File: src/rtl/int_ctrl_pkg.sv
// Shared definitions for the interrupt controller CPU port and its service
// master: FSM state encoding, register addresses and command bytes.
package int_ctrl_pkg;

    typedef enum logic [2:0] {
        ST_IDLE,
        ST_CFG_CMD,
        ST_CFG_DAT,
        ST_ID_CMD,
        ST_ID_RD,
        ST_PRESENT,
        ST_EOI_CMD,
        ST_EOI_DAT
    } state_t;

    // Controller CPU-port register map
    localparam logic REG_CMD  = 1'b0;
    localparam logic REG_DATA = 1'b1;

    // Command bytes understood by the controller
    localparam logic [7:0] CMD_READ_ID = 8'h00; // latch pending id into data reg
    localparam logic [7:0] CMD_EOI     = 8'hff; // next data write retires that id
    localparam logic [7:0] SPURIOUS_ID = 8'hff; // data reg value for "nothing pending"

    // Increment that sticks at all-ones
    function automatic logic [7:0] sat_inc(input logic [7:0] v);
        return (v == 8'hff) ? v : v + 8'd1;
    endfunction

endpackage

File: src/rtl/int_service_master_if.sv
// Interface bundling the service master's handshakes and CPU-port bus.
//  cfg_*  : configuration write request (valid/ready)
//  id_*   : serviced IRQ id towards the consumer (valid/ready)
//  bus_*  : controller CPU port, one access per cycle while bus_cs is high
// Handshake rule for both valid/ready pairs: a transfer happens on a rising
// edge where valid and ready are both high; the initiator holds valid and its
// payload stable until that edge.
// Modports: master = int_service_master side, slave = controller/consumer side.
interface int_service_master_if;

    logic       cfg_valid;
    logic       cfg_ready;
    logic [7:0] cfg_cmd;
    logic [7:0] cfg_data;

    logic       id_valid;
    logic       id_ready;
    logic [7:0] id;

    logic       bus_cs;
    logic       bus_rwb;
    logic       bus_addr;
    logic [7:0] bus_wdata;
    logic [7:0] bus_rdata;

    modport master (
        input  cfg_valid, cfg_cmd, cfg_data, id_ready, bus_rdata,
        output cfg_ready, id_valid, id, bus_cs, bus_rwb, bus_addr, bus_wdata
    );

    modport slave (
        output cfg_valid, cfg_cmd, cfg_data, id_ready, bus_rdata,
        input  cfg_ready, id_valid, id, bus_cs, bus_rwb, bus_addr, bus_wdata
    );

endinterface

File: src/rtl/int_bus_driver.sv
// Registered bus front-end for the controller CPU port.
// The FSM presents the access it wants for the *next* cycle on req_*; this
// block flops it so bus_cs/rwb/addr/wdata come straight from registers.
// Read data is handed back unregistered so the FSM can act on it at the edge
// that ends the read cycle.
// Ports:
//  clk, reset_n        clock, async active-low reset
//  req_cs/rwb/addr     next-cycle access request
//  req_wdata           next-cycle write data
//  bus_cs/rwb/addr     registered bus controls (idle: cs=0, rwb=1)
//  bus_wdata           registered write data
//  bus_rdata           read data from the controller
//  rdata               read data towards the FSM
import int_ctrl_pkg::*;

module int_bus_driver (
    input  logic       clk,
    input  logic       reset_n,
    input  logic       req_cs,
    input  logic       req_rwb,
    input  logic       req_addr,
    input  logic [7:0] req_wdata,
    output logic       bus_cs,
    output logic       bus_rwb,
    output logic       bus_addr,
    output logic [7:0] bus_wdata,
    input  logic [7:0] bus_rdata,
    output logic [7:0] rdata
);

    always_ff @(posedge clk or negedge reset_n) begin
        if (!reset_n) begin
            bus_cs    <= 1'b0;
            bus_rwb   <= 1'b1;
            bus_addr  <= REG_CMD;
            bus_wdata <= 8'h00;
        end else begin
            bus_cs    <= req_cs;
            bus_rwb   <= req_rwb;
            bus_addr  <= req_addr;
            bus_wdata <= req_wdata;
        end
    end

    assign rdata = bus_rdata;

endmodule

File: src/rtl/int_service_master.sv
// Bus initiator for the interrupt controller's 2-register CPU port.
// Performs configuration writes, fetches the pending IRQ id on irq, hands it
// to a consumer and issues end-of-interrupt once the consumer accepts it.
// Ports:
//  clk, reset_n   clock, async active-low reset
//  irq            controller int_out (level, synchronous)
//  port           cfg/id handshakes and CPU-port bus (master modport)
//  spurious_cnt   saturating count of SPURIOUS_ID reads
//  busy           FSM not in IDLE
//  fsm_state      current FSM state, for observation
import int_ctrl_pkg::*;

module int_service_master (
    input  logic                        clk,
    input  logic                        reset_n,
    input  logic                        irq,
    int_service_master_if.master        port,
    output logic [7:0]                  spurious_cnt,
    output logic                        busy,
    output state_t                      fsm_state
);

    state_t     state;
    state_t     next_state;
    logic [7:0] cfg_data_q;
    logic [7:0] id_q;
    logic [7:0] spur_q;
    logic       accept_cfg;
    logic       req_cs;
    logic       req_rwb;
    logic       req_addr;
    logic [7:0] req_wdata;
    logic [7:0] rdata;

    // Next-state logic, then the bus access belonging to the next state so
    // the registered bus shows the access during the state it belongs to.
    always_comb begin
        next_state = state;
        accept_cfg = 1'b0;
        req_cs     = 1'b0;
        req_rwb    = 1'b1;
        req_addr   = REG_CMD;
        req_wdata  = 8'h00;

        case (state)
            ST_IDLE: begin
                // Configuration has priority over interrupt service
                if (port.cfg_valid) begin
                    accept_cfg = 1'b1;
                    next_state = ST_CFG_CMD;
                end else if (irq) begin
                    next_state = ST_ID_CMD;
                end
            end
            ST_CFG_CMD: next_state = ST_CFG_DAT;
            ST_CFG_DAT: next_state = ST_IDLE;
            ST_ID_CMD:  next_state = ST_ID_RD;
            ST_ID_RD:   next_state = (rdata == SPURIOUS_ID) ? ST_IDLE : ST_PRESENT;
            ST_PRESENT: if (port.id_ready) next_state = ST_EOI_CMD;
            ST_EOI_CMD: next_state = ST_EOI_DAT;
            ST_EOI_DAT: next_state = ST_IDLE;
            default:    next_state = ST_IDLE;
        endcase

        case (next_state)
            ST_CFG_CMD: begin
                // Only reachable from the accept cycle, so the live command
                // byte is the one being accepted.
                req_cs    = 1'b1;
                req_rwb   = 1'b0;
                req_addr  = REG_CMD;
                req_wdata = port.cfg_cmd;
            end
            ST_CFG_DAT: begin
                req_cs    = 1'b1;
                req_rwb   = 1'b0;
                req_addr  = REG_DATA;
                req_wdata = cfg_data_q;
            end
            ST_ID_CMD: begin
                req_cs    = 1'b1;
                req_rwb   = 1'b0;
                req_addr  = REG_CMD;
                req_wdata = CMD_READ_ID;
            end
            ST_ID_RD: begin
                req_cs    = 1'b1;
                req_rwb   = 1'b1;
                req_addr  = REG_DATA;
            end
            ST_EOI_CMD: begin
                req_cs    = 1'b1;
                req_rwb   = 1'b0;
                req_addr  = REG_CMD;
                req_wdata = CMD_EOI;
            end
            ST_EOI_DAT: begin
                req_cs    = 1'b1;
                req_rwb   = 1'b0;
                req_addr  = REG_DATA;
                req_wdata = id_q;
            end
            default: begin
                req_cs    = 1'b0;
                req_rwb   = 1'b1;
            end
        endcase
    end

    always_ff @(posedge clk or negedge reset_n) begin
        if (!reset_n) begin
            state <= ST_IDLE;
        end else begin
            state <= next_state;
        end
    end

    // Data-path registers: configuration data, fetched id, spurious count
    always_ff @(posedge clk or negedge reset_n) begin
        if (!reset_n) begin
            cfg_data_q <= 8'h00;
            id_q       <= 8'h00;
            spur_q     <= 8'h00;
        end else begin
            if (accept_cfg) begin
                cfg_data_q <= port.cfg_data;
            end
            if (state == ST_ID_RD) begin
                if (rdata == SPURIOUS_ID) begin
                    spur_q <= sat_inc(spur_q);
                end else begin
                    id_q <= rdata;
                end
            end
        end
    end

    int_bus_driver u_bus (
        .clk       (clk),
        .reset_n   (reset_n),
        .req_cs    (req_cs),
        .req_rwb   (req_rwb),
        .req_addr  (req_addr),
        .req_wdata (req_wdata),
        .bus_cs    (port.bus_cs),
        .bus_rwb   (port.bus_rwb),
        .bus_addr  (port.bus_addr),
        .bus_wdata (port.bus_wdata),
        .bus_rdata (port.bus_rdata),
        .rdata     (rdata)
    );

    assign port.cfg_ready = accept_cfg;
    assign port.id_valid  = (state == ST_PRESENT);
    assign port.id        = id_q;
    assign spurious_cnt   = spur_q;
    assign busy           = (state != ST_IDLE);
    assign fsm_state      = state;

endmodule

File: src/flat_wrapper.sv
// flat-port wrapper written by rule: the top's interface ports become plain ports
module int_service_master_flat 
  (clk, reset_n, irq, spurious_cnt, busy, fsm_state, port_cfg_valid, port_cfg_cmd, port_cfg_data, port_id_ready, port_bus_rdata, port_cfg_ready, port_id_valid, port_id, port_bus_cs, port_bus_rwb, port_bus_addr, port_bus_wdata);
  int_service_master_if port_i ();
  input  logic clk;
  input  logic reset_n;
  input  logic irq;
  output logic [7:0] spurious_cnt;
  output logic busy;
  output state_t fsm_state;
  input wire logic [$bits(port_i.cfg_valid)-1:0] port_cfg_valid;
  input wire logic [$bits(port_i.cfg_cmd)-1:0] port_cfg_cmd;
  input wire logic [$bits(port_i.cfg_data)-1:0] port_cfg_data;
  input wire logic [$bits(port_i.id_ready)-1:0] port_id_ready;
  input wire logic [$bits(port_i.bus_rdata)-1:0] port_bus_rdata;
  output wire logic [$bits(port_i.cfg_ready)-1:0] port_cfg_ready;
  output wire logic [$bits(port_i.id_valid)-1:0] port_id_valid;
  output wire logic [$bits(port_i.id)-1:0] port_id;
  output wire logic [$bits(port_i.bus_cs)-1:0] port_bus_cs;
  output wire logic [$bits(port_i.bus_rwb)-1:0] port_bus_rwb;
  output wire logic [$bits(port_i.bus_addr)-1:0] port_bus_addr;
  output wire logic [$bits(port_i.bus_wdata)-1:0] port_bus_wdata;
  assign port_i.cfg_valid = port_cfg_valid;
  assign port_i.cfg_cmd = port_cfg_cmd;
  assign port_i.cfg_data = port_cfg_data;
  assign port_i.id_ready = port_id_ready;
  assign port_i.bus_rdata = port_bus_rdata;
  assign port_cfg_ready = port_i.cfg_ready;
  assign port_id_valid = port_i.id_valid;
  assign port_id = port_i.id;
  assign port_bus_cs = port_i.bus_cs;
  assign port_bus_rwb = port_i.bus_rwb;
  assign port_bus_addr = port_i.bus_addr;
  assign port_bus_wdata = port_i.bus_wdata;
  int_service_master u_core (.clk(clk), .reset_n(reset_n), .irq(irq), .port(port_i), .spurious_cnt(spurious_cnt), .busy(busy), .fsm_state(fsm_state));
endmodule
File: config.mk
export PLATFORM = sky130hd
export DESIGN_NAME = int_service_master_flat
export DESIGN_NICKNAME = d
export VERILOG_FILES = /design/src/rtl/int_ctrl_pkg.sv /design/src/rtl/int_service_master_if.sv /design/src/rtl/int_bus_driver.sv /design/src/rtl/int_service_master.sv /design/src/flat_wrapper.sv
export SDC_FILE = /design/constraint.sdc
export NUM_CORES = 1
export LEC_CHECK = 0
export ABC_AREA = 0
export CORE_MARGIN = 10
export CORE_UTILIZATION = 40
export CTS_BUF_LIST = sky130_fd_sc_hd__clkbuf_4
export DETAILED_ROUTE_END_ITERATION = 8
export PLACE_DENSITY = 0.7
export SLEW_MARGIN = 10
export SYNTH_ARGS = -nofsm -noshare
export SYNTH_HDL_FRONTEND = slang
export SYNTH_SLANG_ARGS = --single-unit
File: constraint.sdc
create_clock -name clk -period 1.63 [get_ports clk]
set_input_delay 0.326 -clock clk [delete_from_list [all_inputs] [get_ports clk]]
set_output_delay 0.326 -clock clk [all_outputs]
set_load 0.02 [all_outputs]
==> impl_metrics.yaml <==
sta:
  setup_viol: 0
  final.setup.worst_slack_ps: 1.528
  timing.final.crit_share_pct: 99.91
  rsz0062_at_grt: "true"
  finalCriticalPeriod_ps: 1628
  drv_slew: 0
  fmax_mhz: 614.1
  hold_viol_final: 0
  timing.hold.ws_ps: 349.4
  maxSlewHeadroom_pct: 62.12
  tightest_slew_ps: 568.2
  clock_skew_ps: 18.23
critical_path:
  crit_chain: "buf_6 > nor3_4 > inv_2 > buf_6"
  cp_data_required_time_ps: 1300
  endpoint: "busy"
  slowest_stage: "dfrtp_2"
  startpoint_type: "flip-flop"
  worstSetupStartpoint: "u_core.fsm_state[2]"
  worst_setup_path_end_kind: "primary output"
  crit_top_cell: "buf_6"
  arrival_ps: 1300
  r2r_slack_ps: 30
  r2r_start: "u_core.fsm_state[0]"
  cp_max_fo: 7
  criticalPathCategory: "reg -> out"
  reg2reg_to: "u_core.u_bus.bus_wdata[1]"
  cpPeakStageDelay_ps: 450
  r2r_cells: 7
layout:
  nFillCells: 357
  regArea_um2: 954.7
  fin_nets: 271
  drive_gt1_share_pct: 40.91
  syn_to_final_growth_pct: 57.12
  n_antenna_cell: 0
  multi_input_area_um2: 934.6
drt:
  drc: 0
  viasPerCell: 5.429
  wl_um: 5579
  drt_iter0_markers: 65
  drtPass1Iterations: 4
  ant_nets: 0
  vias: 1596
  drt-wirelength-per-cell_um: 18.98
yosys:
  synthXorXnorAreaFrac_pct: 3.799
  synth_compound_area_share_pct: 15.13
  syn_area_mm2: 0.001844
  ys_warn_count: 0
  async_flop_share_pct: 100.0
  synth_fa_ha_area_share_pct: 0.6784
  avgSynthCellArea_um2: 12.81
  synth_nets: 174
  syn-instance-count: 144
  synth_seq_cells: 38
  netlist-cell-type-count: 44
  synth-seq-area-share_pct: 51.63
  synth_top_family_by_area: "compound AO/OA/AOI/OAI gates"
  synth_simple_gate_area_share_pct: 14.65
  synth_flop_cell: "dfrtp_1"
  synth_edf_count: 0
  synthMuxAreaShare_pct: 10.58
floorplan:
  dieArea_mm2: 0.007726
  rows: 24
  fp.dieW_um: 87.90
  core_area_mm2: 0.004414
  fp.dieH_um: 87.90
  io_pins: 62
  start_util_pct: 41.78
clock_network:
  cts_tree: "yes"
  root_buffer: "clkbuf_4"
  numCtsBuffers: 5
  clkLatencyLatePin_ps: 350
  clock-sinks: 38
  cts_buffer_depth: 2
  htreeDepth: 2
  clk_pin_slew_ps: 120
status:
  outcome: "completed"
flow_run:
  drv_cap: 0
global_routing:
  grt.overflow.total: 0
  grt_pass1_wl_um: 8914
  grt_max_degree: 25
  track_usage_pct: 14.69
  grt_antenna_before_repair: 0
  grt_pass1_vias: 1775
power_and_ir_drop:
  leakagePower_nw: 1.337
  internal_power_w: 0.002938
  switching_power_w: 0.002090
  clockPowerShare_pct: 9.5
  powerDensity_mw_per_mm2: 1735
  power_switching_share_pct: 41.56
  seq_power_share_pct: 31.1
  ir_drop_mv: 0.9327
  comb_power_share_pct: 59.4
place:
  dp_hpwl_um: 4195
  io_buffers: 61
  pre_cts_ws_ps: -511.7
  gp_congestion: 0.8350
min_path:
  worstHoldPathType: "in -> reg"
  hp-start: "port_bus_rdata[6]"
==> per-layer routing <==
| metal | track usage [%] | part of all wire (%) |
|---|---|---|
| met1 | 16.48 | 39 |
| met2 | 25.99 | 54 |
| met3 | 3.714 | 6.1 |
| met4 | 5.652 | 1.4 |
| met5 | 0 | 0 |
==> worst max-delay path: cells and delay by family, from the launching register on <==
family | cells | cell delay [ps]
buffers and inverters | 3 | 330
AND/OR/NAND/NOR | 1 | 180
flip-flops | 1 | 450
==> cell usage after synthesis (2+ instances only) <==
cell type  instances  area (µm²)
dfrtp_1           37       925.9
and2_1             2       12.51
buf_4              2       15.01
nand3b_1           2       15.01
o21ai_1            3       15.01
nor3_4             2       32.53
inv_1              4       15.01
nor2_1             2       7.510
nand4_1            3       18.77
nand3_1            5       25.02
nand2_1            2       7.510
buf_6              2       22.52
a22oi_1            4       30.03
a21oi_1            2       10.01
o22ai_1            5       31.28
inv_2              2       7.510
a32oi_1            5       43.79
and3_1             4       25.02
xnor2_1            8       70.07
a211oi_1           9       67.56
mux2_2            16       180.2
==> per-stage QoR <==
step | setup TNS (ps) | total power [W] | instances | cell area, µm² | utilization (%)
after floorplan | 0 | 0.003074 | 144 | 1847 | -
after global placement | -7098 | 0.004260 | 278 | 2693 | 61.00
after detailed placement | -8618 | 0.004357 | 278 | 2693 | 61.00
after CTS | -19.28 | 0.004786 | 292 | 2766 | 62.67
after global routing | -271.1 | 0.005347 | 294 | 2898 | 65.65
final | 0 | 0.005028 | 294 | 2898 | 65.65
==> cells by family after synthesis <==
group                      count (synthesis)
xor gates and xnor gates                   8
muxes                                     17
buffers and inverters                     11
and+or+nand+nor                           34
adders and majority gates                  1
AOI/OAI and AO/OA                         35
DFF                                       38
==> cells in the final DEF, fill, tap and decap left out, types with 4 or more instances in the layout <==
cell / netlist / final
clkdlybuf4s50_1: 0 / 25
o22ai_1: 5 / 4
mux2_2: 16 / 16
dlygate4sd2_1: 0 / 28
buf_6: 2 / 7
clkbuf_4: 0 / 5
a211oi_2: 0 / 7
xnor2_1: 8 / 8
inv_1: 4 / 4
a22oi_1: 4 / 4
buf_4: 2 / 27
dfrtp_1: 37 / 35
==> state kept, by name (all words and copies together), names as in the netlist <==
signal / count
u_core.u_bus.bus_wdata: 8
u_core.u_bus.bus_rwb: 1
u_core.spurious_cnt: 8
u_core.u_bus.bus_addr: 1
u_core.port.id: 8
u_core.u_bus.bus_cs: 1
u_core.cfg_data_q: 8
u_core.fsm_state: 3
==> cell type report <==
class                   instances  share of cell area (%)
clock buffers                   5                   1.295
multi-input cells              95                   32.25
well taps                      52                   2.245
repair buffers                 95                   29.92
inverters                       6                  0.7772
clock inverters                 3                  0.5613
flip-flops and latches         38                   32.94
==> worst min path at each step <==
stage	end	slack, ps	depth (start not counted)
6_report	u_core.port.id[6]	350	2
3_3_place_gp	u_core.cfg_data_q[6]	330	1
4_1_cts	u_core.cfg_data_q[6]	490	2
2_1_floorplan	u_core.cfg_data_q[0]	30	0
3_5_place_dp	u_core.cfg_data_q[6]	350	1
5_1_grt	u_core.port.id[6]	340	2
==> power by group through the flow <==
stage / combinational (W) / sequential (W) / clock (W)
after floorplan: 0.00127 / 0.00181 / 0
after global placement: 0.00272 / 0.00154 / 0
after detailed placement: 0.00280 / 0.00155 / 0
after CTS: 0.00275 / 0.00154 / 0.000497
after global routing: 0.00319 / 0.00161 / 0.000542
final: 0.00298 / 0.00156 / 0.000478
==> timing repair <==
action                                 in CTS  in global routing
resized for setup                          54                 27
setup buffers                               5                  2
endpoints found under the hold margin      21                  0
setup endpoints to repair                  37                 20
pin swaps                                   1                  7
gates cloned                                0                  0
hold buffers                                1                  0
No activity file was read; power rests on OpenSTA's default activity.
